--- src/rtl/stack_pkg.sv ---
// Shared constants, count-width helper and command encoding for the LIFO stack.
// Command code is the concatenation {push, pop}.
package stack_pkg;

    localparam int STACK_DATA_WIDTH = 8;
    localparam int STACK_DEPTH      = 16;

    // count spans 0..depth inclusive, hence one bit more than the address
    function automatic int cnt_width(input int depth);
        return $clog2(depth) + 1;
    endfunction

    typedef enum logic [1:0] {
        CMD_NOP  = 2'b00,
        CMD_POP  = 2'b01,
        CMD_PUSH = 2'b10,
        CMD_SWAP = 2'b11
    } cmd_e;

endpackage

--- src/rtl/stack_ram.sv ---
// DEPTH x DATA_WIDTH register array: synchronous write, asynchronous read.
// No reset; contents are unreachable until rewritten.
module stack_ram #(
    parameter int DATA_WIDTH = 8,
    parameter int DEPTH      = 16
) (
    input  logic                     clk,
    input  logic                     i_we,
    input  logic [$clog2(DEPTH)-1:0] i_waddr,
    input  logic [DATA_WIDTH-1:0]    i_wdata,
    input  logic [$clog2(DEPTH)-1:0] i_raddr,
    output logic [DATA_WIDTH-1:0]    o_rdata
);

    logic [DATA_WIDTH-1:0] r_mem [DEPTH];

    always_ff @(posedge clk) begin
        if (i_we) begin
            r_mem[i_waddr] <= i_wdata;
        end
    end

    assign o_rdata = r_mem[i_raddr];

endmodule

--- src/rtl/lifo_stack.sv ---
// LIFO stack with push/pop/swap, popped word registered (latency 1); no backpressure,
// illegal push-when-full / pop-when-empty rejected and pulsed on error. STACK_STATUS_EN adds empty/full/level.
module lifo_stack
    import stack_pkg::*;
#(
    parameter int DATA_WIDTH = STACK_DATA_WIDTH,
    parameter int DEPTH      = STACK_DEPTH
) (
    input  logic                  clk,
    input  logic                  reset,
    input  logic                  push,
    input  logic                  pop,
    input  logic [DATA_WIDTH-1:0] data_in,
    output logic [DATA_WIDTH-1:0] data_out,
    output logic                  error
`ifdef STACK_STATUS_EN
    ,
    output logic                         empty,
    output logic                         full,
    output logic [cnt_width(DEPTH)-1:0]  level
`endif
);

    localparam int CW = cnt_width(DEPTH);
    localparam int AW = $clog2(DEPTH);

    logic [CW-1:0]         r_count;
    logic [DATA_WIDTH-1:0] r_data_out;
    logic                  r_error;

    cmd_e                  w_cmd;
    logic                  w_empty;
    logic                  w_full;
    logic [AW-1:0]         w_top_addr;
    logic [DATA_WIDTH-1:0] w_top_data;
    logic                  w_we;
    logic [AW-1:0]         w_waddr;
    logic [CW-1:0]         w_count_nxt;
    logic [DATA_WIDTH-1:0] w_data_out_nxt;
    logic                  w_error_nxt;

    assign w_cmd   = cmd_e'({push, pop});
    assign w_empty = (r_count == '0);
    assign w_full  = (r_count == CW'(DEPTH));
    // Low bits wrap so a full stack still addresses DEPTH-1 as its top
    assign w_top_addr = r_count[AW-1:0] - AW'(1);

    stack_ram #(
        .DATA_WIDTH (DATA_WIDTH),
        .DEPTH      (DEPTH)
    ) u_ram (
        .clk     (clk),
        .i_we    (w_we),
        .i_waddr (w_waddr),
        .i_wdata (data_in),
        .i_raddr (w_top_addr),
        .o_rdata (w_top_data)
    );

    always_comb begin
        w_we           = 1'b0;
        w_waddr        = r_count[AW-1:0];
        w_count_nxt    = r_count;
        w_data_out_nxt = r_data_out;
        w_error_nxt    = 1'b0;
        case (w_cmd)
            CMD_PUSH: begin
                if (w_full) begin
                    w_error_nxt = 1'b1;
                end else begin
                    w_we        = 1'b1;
                    w_count_nxt = r_count + CW'(1);
                end
            end
            CMD_POP: begin
                if (w_empty) begin
                    w_error_nxt = 1'b1;
                end else begin
                    w_data_out_nxt = w_top_data;
                    w_count_nxt    = r_count - CW'(1);
                end
            end
            CMD_SWAP: begin
                // Empty stack: the pushed word passes straight through to data_out
                if (w_empty) begin
                    w_data_out_nxt = data_in;
                end else begin
                    w_data_out_nxt = w_top_data;
                    w_we           = 1'b1;
                    w_waddr        = w_top_addr;
                end
            end
            default: begin
            end
        endcase
    end

    always_ff @(posedge clk or posedge reset) begin
        if (reset) begin
            r_count    <= '0;
            r_data_out <= '0;
            r_error    <= 1'b0;
        end else begin
            r_count    <= w_count_nxt;
            r_data_out <= w_data_out_nxt;
            r_error    <= w_error_nxt;
        end
    end

    assign data_out = r_data_out;
    assign error    = r_error;

`ifdef STACK_STATUS_EN
    assign empty = w_empty;
    assign full  = w_full;
    assign level = r_count;
`endif

endmodule

--- config.mk ---
export PLATFORM = sky130hd
export DESIGN_NAME = lifo_stack
export DESIGN_NICKNAME = d
export VERILOG_FILES = /design/src/rtl/stack_pkg.sv /design/src/rtl/stack_ram.sv /design/src/rtl/lifo_stack.sv
export SDC_FILE = /design/constraint.sdc
export NUM_CORES = 1
export LEC_CHECK = 0
export ABC_AREA = 1
export BUFFER_PORTS_ARGS = -buffer_cell sky130_fd_sc_hd__buf_2
export CELL_PAD_IN_SITES_DETAIL_PLACEMENT = 0
export CELL_PAD_IN_SITES_GLOBAL_PLACEMENT = 2
export CORE_ASPECT_RATIO = 0.7
export CORE_UTILIZATION = 44
export CTS_BUF_LIST = sky130_fd_sc_hd__clkbuf_4 sky130_fd_sc_hd__clkbuf_8 sky130_fd_sc_hd__clkbuf_16
export CTS_CLUSTER_DIAMETER = 150
export DETAILED_ROUTE_END_ITERATION = 8
export MAX_ROUTING_LAYER = met4
export PLACE_DENSITY_LB_ADDON = 0.1
export SETUP_SLACK_MARGIN = 0.02
export SYNTH_ARGS = -nofsm -noshare
export SYNTH_HDL_FRONTEND = slang
export SYNTH_SLANG_ARGS = --single-unit
--- constraint.sdc ---
create_clock -name clk -period 8.1 [get_ports clk]
set_clock_uncertainty 0.05 [all_clocks]
set_input_delay 1.215 -clock clk [delete_from_list [all_inputs] [get_ports clk]]
set_output_delay 1.215 -clock clk [all_outputs]
set_load 0.005 [all_outputs]
; Word-level counts from Yosys, hierarchy flattened
; Memory sizes are Yosys's and may differ from the RTL's.
; Cells that the tools add are included.
[op_classes]
add_sub_neg = 3
n_reduce_logical = 5
muxes = 16
eq_ne = 6
[ops]
columns = cell, count
row1 = 2-to-1 mux 8 bit, 2
row2 = one-hot mux 8 bit (2 select lines), 1
row3 = 2-to-1 mux 5 bit, 2
row4 = one-hot mux 5 bit (2 select lines), 1
row5 = 2-to-1 mux 4 bit, 2
row6 = 2-to-1 mux 1 bit, 6
row7 = adder 5 x 1 -> 5 bit (second input constant), 1
row8 = == test 5 bit (second input constant), 1
row9 = zero test 5 bit, 1
row10 = subtractor 5 x 1 -> 5 bit (second input constant), 1
row11 = == test 2 bit (second input constant), 2
row12 = != test 2 bit (second input constant), 2
row13 = one-hot mux 1 bit (2 select lines), 2
row14 = nonzero test 2 bit, 2
row15 = subtractor 4 x 1 -> 4 bit (second input constant), 1
row16 = AND reduction 3 bit, 1
row17 = == test 2 x 1 -> 1 bit (second input constant), 1
row18 = AND reduction 2 bit, 1
[totals]
mem_bits_rw = 128
ff_bits = 14
wordCells = 34
input_bits = 12
mem_count = 1
out_inout_bits = 9
[mem_list]
columns = name, depth, word_bits, read_ports, rd_ports_with_merged_regs, wr, line
row1 = u_ram.r_mem, 16, 8, 1, 0, 1, stack_ram.sv:15  ; logic [DATA_WIDTH-1:0] r_mem [DEPTH];

; Longest topological paths before layout
[logic_depth]
depth_word = 5
mapped_depth = 14
depth_no_buf = 10

; Cells and area by module
; A second synthesis with hierarchy kept.
[hier_totals]
hier_cells = 692
hier_area_um2 = 6655.1
[by_module_without_submodules]
columns = module, cells_each, seq_area_each_um2, n_inst, area_each_um2
row1 = stack_ram, 543, 3843.7, 1, 5606.6
row2 = lifo_stack, 149, 350.3, 1, 1048.5

; Worst setup path after synthesis
; No wires, ideal clock.
[synth_timing]
path_type = input to register
startpoint = input push
endpoint = memory u_ram.r_mem[0][0], enable pin
t_arrival_ns = 2.408
path_stages = 5
required_ns = 7.680
setup_ns = 0.370
setup_slack_ns = 5.272
n_path_buf = 0
cell_sequence = ha_1 nand2_4 xor2_1 nand3_1 nor2_1
[synth_via]
elab_chain_cells = 4
word_cells_on_any_way = 6
cone_classes = 2 x eq/ne / 4 x mux
[synth_rtl]
columns = element, line
row1 = from (decl), lifo_stack.sv:11  ; input logic push,
row2 = == test 2 bit, lifo_stack.sv:66  ; case (w_cmd)
row3 = one-hot mux 1 bit (2 select lines), lifo_stack.sv:66
row4 = 2-to-1 mux 1 bit, stack_ram.sv:18  ; if (i_we) begin
row5 = 2-to-1 mux 1 bit (not written as such), stack_ram.sv:19  ; r_mem[i_waddr] <= i_wdata;
row6 = to (decl), stack_ram.sv:15
; Parallel ways exist; a longest one is shown, timed or not.

; Final worst setup path
[layout_timing]
startpoint = register r_count[0]
endpoint = memory u_ram.r_mem[1][1], enable pin
[layout_via]
elab_chain_cells = 5
word_cells_on_any_way = 10
cone_classes = 1 x add/sub / 1 x eq/ne / 7 x mux / 1 x reduce/logical
[layout_rtl]
columns = element, line
row1 = from (decl), lifo_stack.sv:27  ; logic [CW-1:0] r_count;
row2 = from (signal assigned), lifo_stack.sv:104  ; r_count <= w_count_nxt;
row3 = == test 5 bit or zero test 5 bit (tied branches), "lifo_stack.sv:44, lifo_stack.sv:43"
row4 = 2-to-1 mux 1 bit (on tied branches), "lifo_stack.sv:68, lifo_stack.sv:85"
row5 = one-hot mux 1 bit (2 select lines), lifo_stack.sv:66
row6 = 2-to-1 mux 1 bit, stack_ram.sv:18
row7 = 2-to-1 mux 1 bit (not written as such), stack_ram.sv:19
; Parallel ways exist; a longest one is shown, timed or not.

==> results.py <==
metrics = {
    "critical_path": {
        "reg2reg_depth": 7,
        "critical_path_class": "reg2reg",
        "cp-end-kind": "flip-flop",
        "rr_endpoint": "u_ram.r_mem[1][1]",
        "r2r_slack_ns": 3.98,
        "critPathRequiredTime_ns": 8.11,
        "critPathArrivalTime_ns": 4.12,
        "slowest_stage": "inv_2",
        "slowest_delay_ns": 0.83,
        "cp_cell_sequence": "inv_2, ha_1, buf_4, inv_1, o21ai_1, nand3_1, nor2_1",
        "path_max_fanout": 68,
        "reg2reg_from": "r_count[0]",
        "start_kind": "flip-flop",
    },
    "route": {
        "drtIter0Drc": 365,
        "ant_nets": 0,
        "drc": 0,
        "dr.pass1.iters": 8,
        "viasPerCell": 5.05,
        "wl_mm": 15.5,
        "vias": 4400,
        "wl_per_cell_um": 17.8,
    },
    "power": {
        "ir_drop_mv": 0.189,
        "p_leak_nw": 3.16,
        "powerDensity_nw_per_um2": 396,
    },
    "cts": {
        "h-tree-depth": 4,
        "post_cts_buffers": 0,
        "cts_resized": 0,
        "cts_sinks": 142,
        "clk_pin_slew_ns": 0.06,
        "tritoncts": "done",
        "ctsHoldBuffers": 0,
        "clk_latency_ns": 0.42,
        "cts-buffers-inserted": 17,
        "cts_max_path_buffers": 2,
        "root_buffer": "clkbuf_16",
    },
    "sta": {
        "relSlewSlack_pct": 21.0,
        "post-route-period-util_pct": 50.8,
        "hold_viol": 0,
        "tightest_slew_ns": 1.18,
        "maxSlewViolCount": 0,
        "rsz0062_at_grt": "no",
        "finalCriticalPeriod_ns": 4.12,
        "setup_viol": 0,
        "fmax_mhz": 243,
        "tns_ns": 0,
        "hold_ws_ns": 0.430,
    },
    "die": {
        "ios": 21,
        "dieArea_um2": 15200,
        "die_x_um": 147,
        "initial_utilization_pct": 45.9,
        "core.rowCount": 36,
        "fp.coreArea_um2": 14100,
        "chipHeight_um": 104,
    },
    "global_routing": {
        "met3_usage_pct": 5.02,
        "grt_first_pass_wirelength_mm": 24.5,
        "grtUsageTotal_pct": 22.8,
        "use_met1_pct": 33.5,
        "grt_pass1_vias": 4291,
        "antenna_found_initial": 0,
        "busiest_layer": "met1",
        "grtUsageMet2_pct": 31.2,
        "grt_max_degree": 69,
        "grt_overflow": 0,
    },
    "cells_and_area": {
        "drive_gt1_share_pct": 9.82,
        "area_growth_pct": 12.9,
        "nets": 690,
        "stdcell_count": 872,
        "multi_input_area_um2": 1870,
        "fillCellCount": 1323,
        "final_area_um2": 7320,
        "seq_area_um2": 4200,
        "diodes": 0,
    },
    "place": {
        "io_buffers": 20,
        "placedCellCount": 840,
        "post_dp_cell_area_um2": 6710,
        "dp_hpwl_mm": 10.1,
        "gp_congestion": 0.853,
    },
    "synth": {
        "synth_top_area_cell": "edfxtp_1",
        "yosys_warnings": 0,
        "synthArstFlopShare_pct": 9.86,
        "yosysSeqAreaShare_pct": 64.6,
        "netlist.area_leader.share_pct": 59.2,
        "synth_cell_types": 30,
        "avgSynthCellArea_um2": 9.93,
        "synth_area_leaders": "edfxtp_1 59%, nand2_1 14%, nand3_1 7.4%, dfrtp_1 5.4%, inv_1 4.4%",
        "synthCells": 653,
        "synthFlopType": "edfxtp_1",
        "ys_top_cells_by_count": "238 x nand2_1, 128 x edfxtp_1, 96 x nand3_1",
        "ys_ff_latch": 142,
        "synth_edf_count": 128,
        "syn-cell-area_um2": 6490,
        "synth.net_count": 674,
        "yosysMostFrequentCell": "nand2_1",
    },
    "run": {
        "max-cap-violations": 0,
    },
    "hold_path": {
        "whs_path_depth": 2,
        "hp-start": "data_out[3]",
        "min_path_type": "reg2reg",
        "hold-path-endpoint": "data_out[3]",
    },
    "outcome": {
        "outcome": "complete, no violations",
    },
}
## layer usage
metal	share of wire, %	wire [µm]	up-vias
met5	0	0	-
met4	1.1	173	0
met3	5.8	898	13
met2	43	6730	129
met1	50	7730	2100
li1	-	-	2158
## state kept, by name, indices dropped and copies added, names as in the netlist
name	count
r_count	5
data_out	8
error	1
u_ram.r_mem	128
## kinds of logic after synthesis
kind of cell	count (synthesis)	share of synthesized area [%]
and+or+nand+nor	376	24.3
DFF	142	64.6
buffers and inverters	104	6.60
AOI/OAI and AO/OA	13	1.20
xor gates and xnor gates	9	1.45
adders and majority gates	9	1.85
## critical path: cells and delay by family (launching register included)
kind | cells | cell delay (ns)
adder cells (fa/ha/maj) | 1 | 0.27
buffers and inverters | 3 | 1.75
flip-flops | 1 | 0.40
AO/OA/AOI/OAI | 1 | 0.48
AND/OR/NAND/NOR | 2 | 0.79
## placed cells by master (no fill, tap or decap), drive strengths merged
cell type	netlist	routed
inv	79	82
nor2	36	36
ha	8	8
nand2b	1	1
buf	14	22
nand3	96	96
o22ai	2	2
bufinv	0	3
fa	1	1
dfrtp	14	14
clkinvlp	0	4
xnor2	3	3
nand2	241	241
clkbuf	11	17
edfxtp	128	128
nand4	2	2
o21ai	7	7
clkinv	0	5
xor2	6	6
a21oi	4	4
## where the power goes
group	internal, mW	leakage (nW)	switching [mW]
Sequential	0.893	1.33	0.0398
Clock	0.488	0.286	0.319
Combinational	0.334	1.54	0.829
## per-stage QoR
stage	power, mW	utilization [%]	worst slack (ns)
CTS	2.91	51.8	3.99
finish	2.90	51.8	3.98
global route	3.09	51.8	3.60
global placement	2.10	47.4	4.11
detailed placement	2.10	47.4	4.01
floorplan	1.77	-	5.27
## final cells by class
cell class                      count  share of cell area (%)
Sequential cell                   142                    57.3
Multi-Input combinational cell    407                    25.5
Clock buffer                       17                    5.81
Inverter                           79                    4.05
Tap cell                          190                    3.25
Clock inverter                     15                    2.55
Timing Repair Buffer               22                    1.57
## worst max-delay path by stage
| stage | from | to | depth (start not counted) |
|---|---|---|---|
| 2_1_floorplan | push | u_ram.r_mem[0][0] | 5 |
| 3_3_place_gp | r_count[0] | u_ram.r_mem[8][3] | 7 |
| 3_5_place_dp | r_count[0] | u_ram.r_mem[8][5] | 7 |
| 4_1_cts | r_count[0] | u_ram.r_mem[5][1] | 7 |
| 5_1_grt | r_count[0] | u_ram.r_mem[0][3] | 7 |
| 6_report | r_count[0] | u_ram.r_mem[1][1] | 7 |
Note: power is estimated with default switching activity, not from simulation.
